**config.mk**
```make
export PLATFORM = sky130hd
export DESIGN_NAME = alu_serial_seq
export DESIGN_NICKNAME = d
export VERILOG_FILES = /design/src/rtl/alu_pkg.sv /design/src/rtl/alu_mul_seq.sv /design/src/rtl/alu_serial_seq.sv
export SDC_FILE = /design/constraint.sdc
export NUM_CORES = 1
export LEC_CHECK = 0
export BUFFER_PORTS_ARGS = -buffer_cell sky130_fd_sc_hd__buf_2
export CAP_MARGIN = 20
export CORE_MARGIN = 3
export CORE_UTILIZATION = 50
export DETAILED_ROUTE_END_ITERATION = 10
export HOLD_SLACK_MARGIN = 0.03
export PLACE_DENSITY = 0.65
export SLEW_MARGIN = 20
export SYNTH_ARGS = -nofsm -noshare
export SYNTH_HDL_FRONTEND = slang
export SYNTH_SLANG_ARGS = --single-unit
export TNS_END_PERCENT = 10
```
**constraint.sdc**
```tcl
create_clock -name clk -period 2.4 [get_ports clk]
set_input_delay 0.72 -clock clk [delete_from_list [all_inputs] [get_ports clk]]
set_output_delay 0.72 -clock clk [all_outputs]
set_load 0.01 [all_outputs]
```
**src/rtl/alu_pkg.sv**
```systemverilog
// Shared definitions for the serial-load ALU: op-codes, FSM states and flag bit positions.
package alu_pkg;

  localparam logic [2:0] OP_ADD = 3'b000;
  localparam logic [2:0] OP_SUB = 3'b001;
  localparam logic [2:0] OP_AND = 3'b010;
  localparam logic [2:0] OP_OR  = 3'b011;
  localparam logic [2:0] OP_SHL = 3'b100;
  localparam logic [2:0] OP_SHR = 3'b101;
  localparam logic [2:0] OP_XOR = 3'b110;
  localparam logic [2:0] OP_MUL = 3'b111;

  typedef enum logic [1:0] {
    ST_IDLE = 2'd0,
    ST_EXEC = 2'd1,
    ST_MUL  = 2'd2,
    ST_DONE = 2'd3
  } state_t;

  localparam int FLG_Z = 3;
  localparam int FLG_N = 2;
  localparam int FLG_C = 1;
  localparam int FLG_V = 0;

endpackage

```
**src/rtl/alu_mul_seq.sv**
```systemverilog
// Shift-add multiplier: one partial product per cycle, WIDTH cycles after go.
module alu_mul_seq #(
  parameter int WIDTH = 8
) (
  input  logic               clk,
  input  logic               rst_n,
  input  logic               go,
  input  logic [WIDTH-1:0]   a,
  input  logic [WIDTH-1:0]   b,
  output logic [2*WIDTH-1:0] product,
  output logic               valid
);

  localparam int CNT_W = $clog2(WIDTH + 1);

  logic [2*WIDTH-1:0] mcand;
  logic [2*WIDTH-1:0] acc;
  logic [WIDTH-1:0]   mplier;
  logic [CNT_W-1:0]   iter_cnt;

  always_ff @(posedge clk or negedge rst_n) begin
    if (!rst_n) begin
      mcand    <= '0;
      acc      <= '0;
      mplier   <= '0;
      iter_cnt <= '0;
      valid    <= 1'b0;
    end else if (go) begin
      mcand    <= {{WIDTH{1'b0}}, a};
      acc      <= '0;
      mplier   <= b;
      iter_cnt <= CNT_W'(WIDTH);
      valid    <= 1'b0;
    end else if (iter_cnt != '0) begin
      if (mplier[0]) acc <= acc + mcand;
      mcand    <= mcand << 1;
      mplier   <= mplier >> 1;
      iter_cnt <= iter_cnt - 1'b1;
      // valid rises together with the final accumulate
      valid    <= (iter_cnt == CNT_W'(1));
    end else begin
      valid <= 1'b0;
    end
  end

  assign product = acc;

endmodule

```
**src/rtl/alu_serial_seq.sv**
```systemverilog
// Serial-load ALU with start/busy/done handshake and registered result/flags.
//   state   | meaning
//   IDLE    | waiting; operand loading allowed
//   EXEC    | single-cycle op evaluated on snapshot operands
//   MUL     | shift-add multiply running
//   DONE    | result/flags just updated; done high, loading/start allowed
module alu_serial_seq
  import alu_pkg::*;
#(
  parameter int WIDTH   = 8,
  parameter int SHAMT_W = 3
) (
  input  logic               clk,
  input  logic               rst_n,
  input  logic               bit_in,
  input  logic               load_en,
  input  logic               sel_ab,
  input  logic [2:0]         op,
  input  logic [SHAMT_W-1:0] shamt,
  input  logic               start,
  input  logic               show_flags,
  output logic               a_full,
  output logic               b_full,
  output logic               busy,
  output logic               done,
  output logic [WIDTH-1:0]   result_out,
  output logic [3:0]         flags_out
);

  localparam int CNT_W = $clog2(WIDTH + 1);
  localparam logic [CNT_W-1:0] CNT_FULL = CNT_W'(WIDTH);

  state_t state_q, state_d;

  logic [WIDTH-1:0]   reg_a, reg_b, op_a, op_b;
  logic [CNT_W-1:0]   cnt_a, cnt_b;
  logic [2:0]         op_q;
  logic [SHAMT_W-1:0] shamt_q;
  logic [WIDTH-1:0]   result_q;
  logic [3:0]         flags_q;

  logic               start_acc, mul_go, mul_valid;
  logic [2*WIDTH-1:0] product;

  logic [WIDTH:0]     sum, shl_w, shr_w;
  logic [WIDTH-1:0]   alu_res, mul_res;
  logic               alu_c, alu_v;
  logic [3:0]         alu_flags, mul_flags;

  assign busy      = (state_q == ST_EXEC) || (state_q == ST_MUL);
  assign done      = (state_q == ST_DONE);
  assign start_acc = start && ((state_q == ST_IDLE) || (state_q == ST_DONE));
  assign mul_go    = start_acc && (op == OP_MUL);

  always_ff @(posedge clk or negedge rst_n) begin
    if (!rst_n) state_q <= ST_IDLE;
    else        state_q <= state_d;
  end

  always_comb begin
    state_d = state_q;
    case (state_q)
      ST_IDLE, ST_DONE: begin
        if (start)                  state_d = (op == OP_MUL) ? ST_MUL : ST_EXEC;
        else if (state_q == ST_DONE) state_d = ST_IDLE;
      end
      ST_EXEC: state_d = ST_DONE;
      ST_MUL:  if (mul_valid) state_d = ST_DONE;
      default: state_d = ST_IDLE;
    endcase
  end

  // Operand shift registers; an accepted start takes priority over a load
  always_ff @(posedge clk or negedge rst_n) begin
    if (!rst_n) begin
      reg_a   <= '0;
      reg_b   <= '0;
      cnt_a   <= '0;
      cnt_b   <= '0;
      op_a    <= '0;
      op_b    <= '0;
      op_q    <= OP_ADD;
      shamt_q <= '0;
    end else if (start_acc) begin
      cnt_a   <= '0;
      cnt_b   <= '0;
      op_a    <= reg_a;
      op_b    <= reg_b;
      op_q    <= op;
      shamt_q <= shamt;
    end else if (load_en && !busy) begin
      if (sel_ab) begin
        reg_b <= {reg_b[WIDTH-2:0], bit_in};
        if (cnt_b != CNT_FULL) cnt_b <= cnt_b + 1'b1;
      end else begin
        reg_a <= {reg_a[WIDTH-2:0], bit_in};
        if (cnt_a != CNT_FULL) cnt_a <= cnt_a + 1'b1;
      end
    end
  end

  assign a_full = (cnt_a == CNT_FULL);
  assign b_full = (cnt_b == CNT_FULL);

  always_comb begin
    sum     = '0;
    alu_res = '0;
    alu_c   = 1'b0;
    alu_v   = 1'b0;
    // Extra bit on each side catches the last bit shifted out
    shl_w   = {1'b0, op_a} << shamt_q;
    shr_w   = {op_a, 1'b0} >> shamt_q;
    case (op_q)
      OP_ADD: begin
        sum     = {1'b0, op_a} + {1'b0, op_b};
        alu_res = sum[WIDTH-1:0];
        alu_c   = sum[WIDTH];
        alu_v   = (op_a[WIDTH-1] == op_b[WIDTH-1]) && (alu_res[WIDTH-1] != op_a[WIDTH-1]);
      end
      OP_SUB: begin
        sum     = {1'b0, op_a} - {1'b0, op_b};
        alu_res = sum[WIDTH-1:0];
        alu_c   = sum[WIDTH];
        alu_v   = (op_a[WIDTH-1] != op_b[WIDTH-1]) && (alu_res[WIDTH-1] != op_a[WIDTH-1]);
      end
      OP_AND: alu_res = op_a & op_b;
      OP_OR:  alu_res = op_a | op_b;
      OP_XOR: alu_res = op_a ^ op_b;
      OP_SHL: begin
        alu_res = shl_w[WIDTH-1:0];
        alu_c   = shl_w[WIDTH];
      end
      OP_SHR: begin
        alu_res = shr_w[WIDTH:1];
        alu_c   = shr_w[0];
      end
      default: alu_res = '0;
    endcase
  end

  assign alu_flags = {(alu_res == '0), alu_res[WIDTH-1], alu_c, alu_v};
  assign mul_res   = product[WIDTH-1:0];
  assign mul_flags = {(mul_res == '0), mul_res[WIDTH-1], |product[2*WIDTH-1:WIDTH], 1'b0};

  always_ff @(posedge clk or negedge rst_n) begin
    if (!rst_n) begin
      result_q <= '0;
      flags_q  <= '0;
    end else if (state_q == ST_EXEC) begin
      result_q <= alu_res;
      flags_q  <= alu_flags;
    end else if ((state_q == ST_MUL) && mul_valid) begin
      result_q <= mul_res;
      flags_q  <= mul_flags;
    end
  end

  alu_mul_seq #(.WIDTH(WIDTH)) u_mul (
    .clk     (clk),
    .rst_n   (rst_n),
    .go      (mul_go),
    .a       (reg_a),
    .b       (reg_b),
    .product (product),
    .valid   (mul_valid)
  );

  assign flags_out  = flags_q;
  assign result_out = show_flags ? {{(WIDTH-4){1'b0}}, flags_q} : result_q;

endmodule

```
==> flow_metrics.tcl <==
set metrics [dict create \
    design_area_sq_mm 0.008074 \
    setup-violations-final 3 \
    synth_area_leader_cell "dfrtp_1" \
    final_hold_viol_count 0 \
    footprint_of_the_multi_input_gates_sq_mm 0.004075 \
    grt_remaining_overflow 0 \
    synthTopCellsByArea "dfrtp_1, ha_1, nand2_1, mux2_2, o21ai_0" \
    synth.avg_cell_area_sq_um 9.015 \
    ios 29 \
    clk_transition_reported_paths_ns 0.07 \
    critPathTopFamily "compound AO/OA/AOI/OAI gates" \
    nFillCells 1199 \
    timing.critical_path.buf_inv 1 \
    die_area_sq_mm 0.01532 \
    stdcell_count 1017 \
    library_cells_used_by_synthesis 64 \
    synth_enable_flop_cells 0 \
    worst_setup_path_end_kind "flip-flop" \
    final_layout_size_suffix_gt1_share_pct 20.69 \
    drt_first_pass_iters 5 \
    cts-root-to-sink-buffers 2 \
    dpl_worst_slack_ns -0.02280 \
    timing.final.ws_setup_ns -0.03589 \
    clockRootBuffer "clkbuf_16" \
    worst_ep_required_time_ns 2.64 \
    ff_latch_area_sq_mm 0.002604 \
    max_slew_margin_pct 54.76 \
    die_y_um 123.8 \
    total_cts_buffers 9 \
    p_per_area_mw_per_mm2 1357 \
    post_drt_via_cell_ratio 5.935 \
    max_cap_viol_count 0 \
    synth_async_sr_flop_share_pct 100.0 \
    status "complete, but fails checks" \
    detail_route.iter0.violations 487 \
    finish.net_count 901 \
    period_share_pct 101.5 \
    vias 6036 \
    slowest_delay_ns 0.46 \
    cpMaxStageDelayCell "dfrtp_1" \
    seq_area_frac_synth_pct 37.54 \
    port-buffer-count 28 \
    postLayoutCoreUtil_pct 60.25 \
    finalWirelength_um 18810 \
    worst_setup_path_start_kind "flip-flop" \
    synth_seq_cells 104 \
    post-dp-hpwl_um 14260 \
    count_of_synthesis_stage_warnings_from_yosys 0 \
    clock_tree_from_tritoncts "built" \
    placed_area_sq_mm 0.007644 \
    syn-num-nets 834 \
    place_inst 999 \
    post-synth-top-area-fraction_pct 37.54 \
    dominantRegCellSynth "dfrtp_1" \
    worstPathArrival_ns 2.68 \
    rr_worst_depth 9 \
    cellLeakagePower_nw 3.765 \
    max_freq_ghz 0.4105 \
    timing.final.max_slew_violations 0 \
    postRouteAntennaNets 0 \
    clock_insertion_delay_worst_skew_ns 0.35 \
    hp-class "primary input to asynchronous set/reset pin" \
    critical_path.max_fanout 3 \
    crit_path_time_final_ns 2.436 \
    timing.critical_path.cells "ha_1 -> a21o_1 -> a21oi_1 -> nor2b_1 -> a31oi_2 -> buf_4 -> o21a_1 -> or3_1 -> a32o_1" \
    rows 42 \
    antenna_violations_before_repair 0 \
    grt_setup_unrepaired "true" \
    cp.depth 9 \
    max-vdd-ir-drop_mv 0.5688 \
    initial_core_util_pct 51.74 \
    post_synthesis_cells 769 \
    area_growth_pct 16.46 \
    die_w_um 123.8 \
    critPathKind "flip-flop to flip-flop" \
    tightest_slew_ns 0.6779 \
    ctsHoldBuffers 0 \
    core_area_sq_mm 0.01340 \
    grt_start_max_net_pins 44 \
    first_pass_grt_wire_length_um 30420 \
    grt_use_total_pct 25.73 \
    grt_pass1_vias 5863 \
    htree_levels 3 \
    layout_common_cells "nand2_1, dfrtp_1, buf_4, nor2_1, o21ai_0" \
    mostFrequentLayoutCell "nand2_1" \
    antenna_cells_inserted 0 \
    place_congestion 0.9952 \
    drc 0 \
    average_routed_wire_per_standard_cell_um 18.49 \
    synth.cell_area_sq_mm 0.006933 \
    fin_skew_ns 0.009198 \
    total_negative_slack_for_setup_checks_ns -0.07779 \
    failed_checks "setup timing" \
    clock_sink_count 104 \
]
==> logic make-up after synthesis <==
kind of cell | count (synthesis) | share of synthesized area, %
AO/OA/AOI/OAI | 193 | 18.41
flip-flops | 104 | 37.54
multiplexers | 53 | 9.276
AND/OR/NAND/NOR | 269 | 17.99
adder cells (fa/ha/maj) | 52 | 9.710
buffers and inverters | 81 | 4.927
XOR/XNOR | 17 | 2.148
==> sequential cells by signal (all words and copies together) (netlist names) <==
register and flops:
cnt_a 4, shamt_q 3, u_mul.mplier 8, u_mul.iter_cnt 4, u_mul.product 16, reg_b 8
u_mul.valid 1, reg_a 8, state_q 2, result_q 7, op_a 8, op_q 3
op_b 8, cnt_b 4, u_mul.mcand 16, flags_out 4
==> path summary, 6_finish.rpt <==
| check | endpoint | slack, ns | from |
|---|---|---|---|
| max | u_mul.product[12] | -0.04 | u_mul.mcand[7] |
| min | op_b[5] | 0.28 | rst_n |
| max in group asynchronous | u_mul.mcand[3] | 1.45 | rst_n |
| max reg2reg | u_mul.product[12] | -0.04 | u_mul.mcand[7] |
| min reg2reg | u_mul.mplier[7] | 0.51 | u_mul.mplier[7] |
| min in group clk | u_mul.mplier[7] | 0.51 | u_mul.mplier[7] |
==> synthesized netlist by cell type, types with 3 or more instances <==
cell         n
a2bb2oi_1    3
dfrtp_1    104
nor3_1      13
mux4_2       4
nand3_1     15
buf_2       14
a221oi_2     3
o311ai_0     3
mux2i_1     23
o211ai_1     6
nand2_1    123
and2_1       3
buf_4        3
nand4_1      6
o21bai_1     5
fa_1         3
nor3b_1      3
o41ai_1      4
o21a_1       7
a211oi_1    15
a22o_1       7
ha_1        49
or3_1        5
nor2b_1     11
o22ai_1      8
a21o_1       8
a31oi_1     16
xor2_1       7
nand3b_1     6
o21ai_0     47
a21oi_1     39
a31o_2       3
and3_1       4
nor4_1       5
nor2_1      54
inv_1       37
a32o_1       4
mux2_2      24
clkbuf_1    24
xnor2_1     10
a22oi_1      4
nand2b_1    11
==> layer usage <==
layer  vias to the layer above  global-route usage (%)  share of wire, %
met5                         -                       0                 0
li1                       2875                       -                 -
met2                       173                   40.01                46
met4                         0                   6.298               1.1
met3                        17                   4.178               5.1
met1                      2971                   37.64                48
==> final cells by class <==
class / count / share of cell area [%]
timing repair buffer: 100 / 8.771
clock inverter: 5 / 1.054
clock buffer: 11 / 3.006
sequential: 104 / 32.25
tap: 176 / 2.727
multi-input combinational: 584 / 50.47
inverter: 37 / 1.720
==> repair_timing <==
| item | 4_1_cts | 5_1_grt |
|---|---|---|
| setup buffers | 1 | 1 |
| resized for setup | 6 | 19 |
| pin swaps | 1 | 3 |
| endpoints found under the setup margin | 4 | 14 |
==> through the flow <==
stage	hold WS, ns	total power [W]
4_1_cts	0.2934	0.01075
3_5_place_dp	0.4981	0.009056
2_1_floorplan	0.4244	0.006995
5_1_grt	0.2939	0.01176
6_report	0.2797	0.01095
3_3_place_gp	0.4853	0.008896
==> report_power, final <==
| group | leakage, nW | internal, W | total (W) | switching, W |
|---|---|---|---|---|
| clock | 0.157 | 0.000952 | 0.00164 | 0.000684 |
| combinational | 2.25 | 0.00276 | 0.00626 | 0.00350 |
| sequential | 1.36 | 0.00239 | 0.00306 | 0.000667 |
| total | 3.77 | 0.00611 | 0.0110 | 0.00485 |
Note: power is estimated with default switching activity, not from simulation.
